`src/rtl/adc_cap_ctrl.sv`:
```
// adc_cap_ctrl: triggered ADC capture controller feeding a 2^ADDR_W-deep sample RAM write port.
// Latency: adc_data reaches wr_data two cycles later; an accepted trigger writes its sample the next cycle.
// No backpressure (RAM takes one write per cycle); define ADC_CAP_PRETRIG_EN for circular pre-trigger capture.
module adc_cap_ctrl #(
   parameter int ADDR_W = 10,
   parameter int PRE    = 256
) (
   input  logic              clk_adc,
   input  logic              rst_n,
   input  logic [9:0]        adc_data,
   input  logic              arm,
   input  logic              abort,
   input  logic              force_trig,
   input  logic [9:0]        thresh,
   output logic              wr_en,
   output logic [ADDR_W-1:0] wr_addr,
   output logic [9:0]        wr_data,
   output logic              busy,
   output logic              done,
   output logic [ADDR_W-1:0] trig_addr
);

   typedef enum logic [1:0] {S_IDLE, S_ARMED, S_CAPTURE, S_DONE} state_t;

   localparam logic [ADDR_W:0] N_C = {1'b1, {ADDR_W{1'b0}}};
`ifdef ADC_CAP_PRETRIG_EN
   // Pre-trigger samples already sit in the buffer, so only the remainder is captured after the trigger.
   localparam logic [ADDR_W:0] PRE_C  = (ADDR_W+1)'(PRE);
   localparam logic [ADDR_W:0] POST_C = N_C - PRE_C;
`else
   localparam logic [ADDR_W:0] POST_C = N_C;
   // PRE only matters for pre-trigger capture.
   logic unused_pre;
   assign unused_pre = (PRE != 0);
`endif

   state_t            state_q, state_d;
   logic [9:0]        d1_q, d1_d, d2_q, d2_d, wr_data_q, wr_data_d;
   logic              wr_en_q, wr_en_d, busy_q, busy_d, done_q, done_d;
   logic [ADDR_W-1:0] wr_addr_q, wr_addr_d, trig_addr_q, trig_addr_d, ptr_q, ptr_d;
   logic [ADDR_W:0]   cnt_q, cnt_d;
   logic              trig;

   // Trigger on an upward crossing of thresh between the two delayed samples, or on software request.
   always_comb begin
      trig = (($signed(d2_q) < $signed(thresh)) && ($signed(d1_q) >= $signed(thresh))) || force_trig;
   end

   // Next-state, write-port and counter logic; abort overrides everything else.
   always_comb begin
      state_d     = state_q;
      d1_d        = adc_data;
      d2_d        = d1_q;
      wr_data_d   = d1_q;
      wr_en_d     = 1'b0;
      wr_addr_d   = wr_addr_q;
      trig_addr_d = trig_addr_q;
      ptr_d       = ptr_q;
      cnt_d       = cnt_q;
      case (state_q)
         S_IDLE, S_DONE: begin
            if (arm) begin
               state_d   = S_ARMED;
               ptr_d     = '0;
               wr_addr_d = '0;
               cnt_d     = '0;
            end
         end
         S_ARMED: begin
`ifdef ADC_CAP_PRETRIG_EN
            // Keep filling the ring; a trigger counts only once PRE samples of history exist.
            wr_en_d   = 1'b1;
            wr_addr_d = ptr_q;
            ptr_d     = ptr_q + 1'b1;
            if (trig && (cnt_q >= PRE_C)) begin
               state_d     = S_CAPTURE;
               trig_addr_d = ptr_q;
               cnt_d       = (ADDR_W+1)'(1);
            end else if (cnt_q < PRE_C) begin
               cnt_d = cnt_q + 1'b1;
            end
`else
            if (trig) begin
               state_d     = S_CAPTURE;
               wr_en_d     = 1'b1;
               wr_addr_d   = ptr_q;
               ptr_d       = ptr_q + 1'b1;
               trig_addr_d = '0;
               cnt_d       = (ADDR_W+1)'(1);
            end
`endif
         end
         S_CAPTURE: begin
            // cnt_q counts writes already issued, trigger sample included.
            if (cnt_q == POST_C) begin
               state_d = S_DONE;
            end else begin
               wr_en_d   = 1'b1;
               wr_addr_d = ptr_q;
               ptr_d     = ptr_q + 1'b1;
               cnt_d     = cnt_q + 1'b1;
            end
         end
         default: state_d = S_IDLE;
      endcase
      if (abort) begin
         state_d = S_IDLE;
         wr_en_d = 1'b0;
      end
      busy_d = (state_d == S_ARMED) || (state_d == S_CAPTURE);
      done_d = (state_d == S_DONE);
   end

   // State and output registers with synchronous active-low reset.
   always_ff @(posedge clk_adc) begin
      if (!rst_n) begin
         state_q     <= S_IDLE;
         d1_q        <= '0;
         d2_q        <= '0;
         wr_en_q     <= 1'b0;
         wr_addr_q   <= '0;
         wr_data_q   <= '0;
         busy_q      <= 1'b0;
         done_q      <= 1'b0;
         trig_addr_q <= '0;
         ptr_q       <= '0;
         cnt_q       <= '0;
      end else begin
         state_q     <= state_d;
         d1_q        <= d1_d;
         d2_q        <= d2_d;
         wr_en_q     <= wr_en_d;
         wr_addr_q   <= wr_addr_d;
         wr_data_q   <= wr_data_d;
         busy_q      <= busy_d;
         done_q      <= done_d;
         trig_addr_q <= trig_addr_d;
         ptr_q       <= ptr_d;
         cnt_q       <= cnt_d;
      end
   end

   assign wr_en     = wr_en_q;
   assign wr_addr   = wr_addr_q;
   assign wr_data   = wr_data_q;
   assign busy      = busy_q;
   assign done      = done_q;
   assign trig_addr = trig_addr_q;

endmodule
```
`config.mk`:
```
export PLATFORM = sky130hd
export DESIGN_NAME = adc_cap_ctrl
export DESIGN_NICKNAME = d
export VERILOG_FILES = /design/src/rtl/adc_cap_ctrl.sv
export SDC_FILE = /design/constraint.sdc
export NUM_CORES = 1
export LEC_CHECK = 0
export ABC_AREA = 1
export CAP_MARGIN = 20
export CORE_UTILIZATION = 33
export CTS_BUF_LIST = sky130_fd_sc_hd__clkbuf_8 sky130_fd_sc_hd__clkbuf_16
export DETAILED_ROUTE_END_ITERATION = 10
export GPL_ROUTABILITY_DRIVEN = 0
export PLACE_DENSITY = 0.66
export SLEW_MARGIN = 20
export SYNTH_ARGS = -nofsm -noshare
export SYNTH_HDL_FRONTEND = slang
export SYNTH_SLANG_ARGS = --single-unit
export TNS_END_PERCENT = 20
```
`constraint.sdc`:
```
create_clock -name clk_adc -period 2.2 [get_ports clk_adc]
set_input_delay 0.22 -clock clk_adc [delete_from_list [all_inputs] [get_ports clk_adc]]
set_output_delay 0.22 -clock clk_adc [all_outputs]
set_load 0.05 [all_outputs]
```
==> results.md <==
- Outcome: completed
- Setup TNS: 0 ns
- Ys Warns: 0
- Drt initial violations: 86
- Global-route wire length before repair: 12.10 mm
- Clock power frac: 27.2%
- Post-synthesis register bit count: 56
- Met3 usage: 2.415%
- DRT antenna net count: 0
- Remaining DRCs: 0
- P per Cell Area: 524.1 mW/mm^2
- Final hold vios: 0
- Core Rows: 35
- Initial core utilization: 34.66%
- Drt wl/cell: 12.04 microns
- Pleak: 0.001992 uW
- Clock Skew: 0.01639 ns
- Syn Area/Cell: 7.000 sq um
- Count leader, synth: nand2_1
- Area grow syn2layout: 31.05%
- Clk pin slew, worst setup/hold paths: 0.11 ns
- Final setup fails: 0
- Post-route insts no fill: 645
- Inserted Clock Buffers: 5
- Clk root buf: clkbuf_8
- Logic gate share of total power: 23.5%
- Final wirelength: 7.767 mm
- CTS tree: built
- Post-synth EDFFs: 0
- Share of cells above drive strength 1: 18.99%
- FFs w/ async S/R, synth: 0%
- Core Region: 0.009371 sq mm
- CP endpoint kind: flip-flop
- Io pins: 58
- WP data arrival: 2.27 ns
- Tmin final: 2.062 ns
- Sequential fraction of design power: 49.3%
- Headroom to the max-slew limit: 55.64%
- Synth cell count leaders: 117 x nand2_1, 80 x inv_1, 56 x dfxtp_1
- DIE HEIGHT: 101.2 microns
- GR Layer Usage met2: 26.27%
- Vias post-DR: 3037
- Vias/cell: 4.709
- Int Pwr: 1531 uW
- Worst-skew pair later-pin latency: 0.31 ns
- Worst path required time: 2.41 ns
- Sequential area share after synthesis: 34.51%
- GR Util All Layers: 14.42%
- Worst hold path class: in2reg
- Leading area contributor after synthesis: dfxtp_1
- Layer with the highest usage: met2
- Max Fanout on Critical Path: 3
- PortBufs: 47
- Die footprint: 0.01024 sq mm
- Vias in the first global route: 2770
- Clk sink count: 56
- Clk buf depth: 2
- DP HPWL: 5.280 mm
- Worst VDD drop: 0.3448 mV
- Worst-margin pin slew: 0.6646 ns
- # diodes: 0
- TritonRoute pass-1 iters: 4
- Top cell type's share of synthesized area: 34.51%
- Syn Std Cell Area: 0.003248 sq mm
- H-Tree Depth: 2
- Grt ovf: 0
- Kind of critical path: in2reg
- Mapped Cells: 464
- Period utilization: 93.72%
- Max_cap viols: 0
- DIE WIDTH: 101.2 microns
- Top_reg_cell synth: dfxtp_1
- Met1 Use GR: 17.94%
- Crit start category: input port
- Largest net degree at the start of global routing: 36
- Final #Nets: 565
- Switching power: 699.3 uW
- Initial antenna violation count: 0
- Max Clk Rate: 485.0 MHz
- Sw frac: 31.35%
- Netlist cell types: 33
- Power Total: 2231 uW
- Placed Instances: 635
- Max-slew violations: 0
- Top cells by area, synth: dfxtp_1 35%, nand2_1 14%, ha_1 9.6%
[worst max-delay path, cell delays in order]
cell,delay (ns)
clkdlybuf4s50_1,0.45
inv_1,0.08
ha_1,0.29
nand2_1,0.09
nand2_2,0.06
nand3_2,0.09
nand3_2,0.08
nand2_1,0.06
nand2_1,0.06
inv_2,0.06
nand2_4,0.06
nand3_4,0.08
nand3_1,0.07
nand2_1,0.09
inv_1,0.05
ha_1,0.26
nand2_1,0.06
inv_1,0.04
[placed cells by master, fill, tap and decap left out, types with 6 or more instances in the layout]
cell type,Yosys,final
conb_1,1,10
buf_4,11,13
nor2_1,27,24
nand4_1,33,33
inv_2,5,15
inv_1,80,70
nor2_2,5,6
dlymetal6s2s_1,0,8
a21oi_1,29,27
dfxtp_1,56,44
nand2_1,117,106
ha_4,0,14
ha_1,25,11
clkbuf_8,0,6
nand3_1,19,17
o21ai_0,12,12
dfxtp_2,0,11
clkdlybuf4s50_1,0,39
nand2_2,1,10
[through the flow]
stage | area (sq um) | util (%) | hold slack [ns] | setup slack [ns]
final | 4257 | 45.42 | 0.4197 | 0.1382
after global routing | 4257 | 45.42 | 0.4265 | -0.01111
after CTS | 3966 | 42.32 | 0.4233 | 0.04192
after detailed placement | 3866 | 41.25 | 0.4272 | -0.2770
after global placement | 3866 | 41.25 | 0.4166 | -0.2209
after floorplan | 3296 | - | 0.3176 | 0.05413
[final cells by class]
type	instances	area [sq um]
clock inverters	2	17.52
multi-input cells	304	1898
inverters	85	319.1
clock buffers	6	82.58
repair buffers	63	639.4
flip-flops and latches	56	1139
well taps	129	161.4
fillers	949	5115
[registers in the layout (all words and copies together), names as in the netlist]
name     flops
busy         1
wr_en        1
ptr_q       10
wr_addr     10
cnt_q       11
wr_data     10
d1_q        10
done         1
state_q      2
[what timing repair did]
action | 4_1_cts | 5_1_grt
endpoints found under the setup margin | 0 | 29
setup buffers | 0 | 2
hold buffers | 0 | 0
gates resized for setup | 0 | 58
[metal layers]
metal / wire [microns] / part of all wire (%)
met5: 0 / 0
met4: 92 / 1.2
met3: 304 / 3.9
met2: 3957 / 51
met1: 3413 / 44
[power by group through the flow]
stage	registers (uW)	logic, uW	clock network, uW
4_1_cts	1090	466	637
3_5_place_dp	1120	462	0
3_3_place_gp	1110	453	0
2_1_floorplan	1140	308	0
5_1_grt	1110	580	676
6_report	1100	523	607
[cells by family after synthesis]
kind of cell,synth area share (%)
xor gates and xnor gates,0.5394
and+or+nand+nor,32.28
buffers and inverters,15.72
AOI/OAI and AO/OA,7.204
other,0.1155
adders and majority gates,9.630
DFF,34.51
[worst paths after layout]
kind	slack, ns	cells past startpoint	startpoint	endpoint
setup / recovery	0.14	18	thresh[1]	busy$_SDFF_PN0_
hold / removal	0.42	3	adc_data[4]	d1_q[4]$_SDFF_PN0_
setup reg to reg	0.16	16	wr_data[8]$_SDFF_PN0_	busy$_SDFF_PN0_
hold reg to reg	0.44	2	d1_q[0]$_SDFF_PN0_	wr_data[0]$_SDFF_PN0_
(Power assumes the default switching activity.)
==> RTL change 1 (config.mk and constraints unchanged) <==
The 4 states of `state_t` get a one-hot encoding in 4 bits.
--- a/src/rtl/adc_cap_ctrl.sv
+++ b/src/rtl/adc_cap_ctrl.sv
@@ -22,3 +22,3 @@
 
-   typedef enum logic [1:0] {S_IDLE, S_ARMED, S_CAPTURE, S_DONE} state_t;
+   typedef enum logic [3:0] {S_IDLE = 4'b0001, S_ARMED = 4'b0010, S_CAPTURE = 4'b0100, S_DONE = 4'b1000} state_t;
 
Formal check against the unedited RTL: no difference found for any inputs over 10 cycles, from zero or initial values and one cycle with rst_n low; not proved beyond that.
==> RTL change 1 against the unedited design <==
  * Routed wire length decreased by 15%
  * Largest power group unchanged
  * Sequential cell count increased by 2
  * Cell area decreased by 5.6%
  * Register-to-register slack improved by 0.07 ns
  * Sequential share of layout area increased by 2.1 points
  * Setup slack improved by 0.016 ns
  * Power increased by 22%
  * Area after synthesis decreased by 2.7%
==> RTL change 1: results (changes against the unedited design) <==
[clock_tree]
cts_buffer_depth=2  ; unchanged
clk_pin_slew_ns=0.07  ; -0.04 ns
clk_latency_ns=0.35  ; +0.04 ns
h-tree-depth=3  ; +1
cts_buffers=9  ; +4
cts-root-buf=clkbuf_8

[cells_and_area]
n_fill_cell=946  ; -0.32%
diodes=0  ; unchanged
drive_gt1_share_pct=8.86  ; -10 points
final_nets=561  ; -0.71%
largest_reg_flops=11  ; unchanged
regMostFlops=cnt_q

[critical_path]
reg2reg_depth=13  ; -3
r2r_slack_ns=0.23  ; +0.07 ns
cpPeakStageDelay_ns=0.46
path_delay_family=simple AND/OR/NAND/NOR gates
cp-startpoint=thresh[9]
cp_max_fo=8  ; +5
cp.arrival_ns=2.29  ; +0.02 ns
cp_slowest_cell=clkdlybuf4s50_1
rr_startpoint=d1_q[9]
r2r-end=wr_addr[5]
crit_type=input pin to register

[pwr]
power.internal_mw=1.89  ; +23%
power.leakage_nw=1.79  ; -9.9%
vdd_drop_max_v=0.000278  ; -20%
clock_power_mw=1.05  ; +73%
clockPowerShare_pct=38.5  ; +11 points
pg_seq_mw=1.13

[hold_path]
hold_start=adc_data[3]
holdCritPathClass=input pin to register
min_to=d1_q[3]
hold_depth=3  ; unchanged

[yosys]
yosys-top-cells-area=dfxtp_1 37%, nand2_1 12%, ha_1 8.7%, inv_1 8.7%, nor2_1 7.5%
ys_seq_area_share_pct=36.7  ; +2.2 points
ys_warn_count=0  ; unchanged
synthTopCellsByCount=98 x nand2_1, 73 x inv_1, 63 x nor2_1
synth_top_flop_cell=dfxtp_1
ys_types=30  ; -9.1%
async_flop_share_pct=0  ; unchanged

[outcome]
status=complete, no violations

[global_route]
gr-usage-all-layers_pct=14.6  ; +0.14 points
grt_start_max_net_pins=22  ; -39%
antenna_found_initial=0  ; unchanged
grt_pass1_vias=2711  ; -2.1%
grt_pass1_wl_um=11500  ; -5.2%

[timing]
tns_ns=0  ; unchanged
hold_ws_ns=0.392  ; -0.0278 ns
tightest_slew_ns=0.506  ; -0.159 ns
skew_ns=0.00817  ; -0.00822 ns

[placement]
post-dp-hpwl_um=4880  ; -7.7%
io_buffer_count=47  ; unchanged

[drt]
wl_per_cell_um=10.2  ; -15%
drtIter0Drc=110  ; +28%
via_per_inst=4.46  ; -5.3%
dr.pass1.iters=4  ; unchanged

RTL change 1: repair_timing:
item | in CTS | in global routing
setup buffers | 0 | 1
setup endpoints to repair | 0 | 29
gates resized for setup | 0 | 3
RTL change 1: worst reg2reg max path, cell delays in order (launching register included):
cell     delay (ns)
dfxtp_1        0.32
ha_1           0.31
nand2_1        0.10
nor2_2         0.16
nand3_1        0.11
nand3_1        0.10
nand2_1        0.05
nand3_1        0.06
nand2_1        0.09
nand3_2        0.10
nand2_4        0.10
buf_6          0.16
o21ai_1        0.16
nor2_1         0.06
RTL change 1: cell type report:
| type | instances | share of cell area, % |
|---|---|---|
| Clock buffer | 11 | 3.77 |
| Tap cell | 129 | 4.02 |
| Sequential cell | 58 | 28.9 |
| Inverter | 77 | 7.19 |
| Multi-Input combinational cell | 305 | 39.8 |
| Clock inverter | 5 | 1.53 |
| Timing Repair Buffer | 63 | 14.8 |
RTL change 1: cell families (layout without fill, tap and decap cells):
family,count (synthesis),in the layout,share of synthesized area (%)
AOI/OAI and AO/OA,42,42,7.28
xor gates and xnor gates,10,10,2.77
adders and majority gates,22,22,8.71
buffers and inverters,102,156,14.0
DFF,58,58,36.7
other,1,10,0.119
and+or+nand+nor,221,221,30.4
RTL change 1: metrics by stage:
stage | instances | setup slack, ns | cell area [um2]
2_1_floorplan | 465 | 0.0522 | 3200
3_3_place_gp | 631 | -0.201 | 3790
3_5_place_dp | 631 | -0.271 | 3790
4_1_cts | 647 | 0.0816 | 4000
5_1_grt | 648 | -0.0221 | 4020
6_report | 648 | 0.154 | 4020
RTL change 1: per-layer routing:
layer  global-route usage, %  up-vias  part of all wire [%]  wire, um
met3                    3.06       12                   4.5       296
met5                       0        -                     0         0
li1                        -     1516                     -         -
met2                    24.4       68                    47      3080
met4                    8.82        0                   2.5       164
met1                    17.1     1293                    46      3080
==> RTL change 2 (config.mk and constraints unchanged) <==
Without the edit above. The option `ADC_CAP_PRETRIG_EN` is turned on by a define.
--- a/src/rtl/adc_cap_ctrl.sv
+++ b/src/rtl/adc_cap_ctrl.sv
@@ -3,2 +3,4 @@
 // No backpressure (RAM takes one write per cycle); define ADC_CAP_PRETRIG_EN for circular pre-trigger capture.
+`define ADC_CAP_PRETRIG_EN
+
 module adc_cap_ctrl #(
Function: changed (a bounded check fails within 4 cycles, from zero or initial values and one cycle with rst_n low).
==> RTL change 2 against the unedited design <==
  * Routed wire length rose by 0.15%
  * Setup slack got worse by 0.072 ns
  * First-iteration DRC count is 8.1% higher
  * Sequential power grew 12%
  * Critical path type unchanged
  * Power rose by 21%
  * Sequential share of layout area rose by 2.8 points
  * Area after synthesis is 3.9% higher
  * Sequential cell count is 10 higher
  * Register-to-register slack lost 0.03 ns
  * Cell area grew 6.6%
  * Critical endpoint unchanged
  * Clock skew shrank 0.0079 ns
==> RTL change 2: results (changes against the unedited design) <==
[critical_path]
reg2reg_depth=12  ; -4
r2r-end=cnt_q[10]
rr_startpoint=cnt_q[0]
cp-startpoint=thresh[9]
cpPeakStageDelay_ns=0.47  ; +0.02 ns
cp.arrival_ns=2.38  ; +0.11 ns
critical_path.endpoint=busy

[yosys]
syn_avg_cell_area_um2=7.21  ; +3.0%
ys_seq_area_share_pct=39.2  ; +4.6 points
ys_types=32  ; -3.0%
yosys.area_share.adder_pct=9.64  ; +0.010 points
synth_compound_area_share_pct=9.34  ; +2.1 points
synth_top_family_by_area=simple AND/OR/NAND/NOR gates
synthTopCellsByCount=94 x nand2_1, 83 x inv_1, 66 x dfxtp_1
synth-xor-area-share_pct=1.56  ; +1.0 points

[placement]
post_dp_cell_area_um2=4160  ; +7.5%
io_buffer_count=57  ; +21%
dp_slack_ns=-0.361  ; -0.0836 ns
placedCellCount=655  ; +3.1%

[drt]
vias=3062  ; +0.82%
routed-wl-met2_um=3700  ; -6.5%
m1WireLength_um=3690  ; +8.0%
wl_um=7780  ; +0.15%
drtIter0Drc=93  ; +8.1%

[pwr]
power.leakage_nw=2.07  ; +4.0%
vdd_drop_max_v=0.000344  ; -0.12%
swShare_pct=26.2  ; -5.2 points

[global_route]
use_met2_pct=26.3  ; +0.039 points
grtUsageMet1_pct=18.7  ; +0.76 points
grt_start_max_net_pins=26  ; -28%
gr-usage-met3_pct=3.86  ; +1.4 points
grt_pass1_vias=2951  ; +6.5%
gr-usage-all-layers_pct=15.3  ; +0.92 points
gr-total-overflow=0  ; unchanged

[timing]
layout_setup_ws_ns=0.0663  ; -0.0719 ns
skew_ns=0.00849  ; -0.00789 ns
slew_headroom_pct=65.1  ; +9.5 points
hold_ws_ns=0.405  ; -0.0146 ns

[cells_and_area]
drive_gt1_share_pct=15.7  ; -3.3 points
final_cells=673  ; +4.3%
final_nets=586  ; +3.7%

[clock_tree]
clk_pin_slew_ns=0.07  ; -0.04 ns
cts_buffers=9  ; +4
clk_latency_ns=0.35  ; +0.04 ns
cts-root-buf=clkbuf_8

[outcome]
status=complete, no violations

## RTL change 2: changes by cell type after synthesis, moves of 3 or more
cell / before / now
nand2_1: 117 / 94
dfxtp_1: 56 / 66
nand2_2: 1 / 6
inv_1: 80 / 83
nor2_1: 27 / 48
buf_4: 11 / 0
nand3_1: 19 / 24
xor2_1: 2 / 6
nand4_1: 33 / 7
a21oi_1: 29 / 40
o21ai_0: 12 / 15
## RTL change 2: power groups by stage
stage,combinational (mW),sequential (mW),clock [mW]
floorplan,0.155,1.28,0
global placement,0.295,1.25,0
detailed placement,0.299,1.26,0
CTS,0.300,1.23,1.19
global route,0.350,1.23,1.24
finish,0.314,1.23,1.16
## RTL change 2: layout make-up
cell class / instances / area [um2]
fill: 968 / 5330
multi-input combinational: 297 / 1740
sequential: 66 / 1340
timing repair buffer: 70 / 718
inverter: 91 / 347
tap: 133 / 166
clock buffer: 9 / 124
clock inverter: 7 / 100
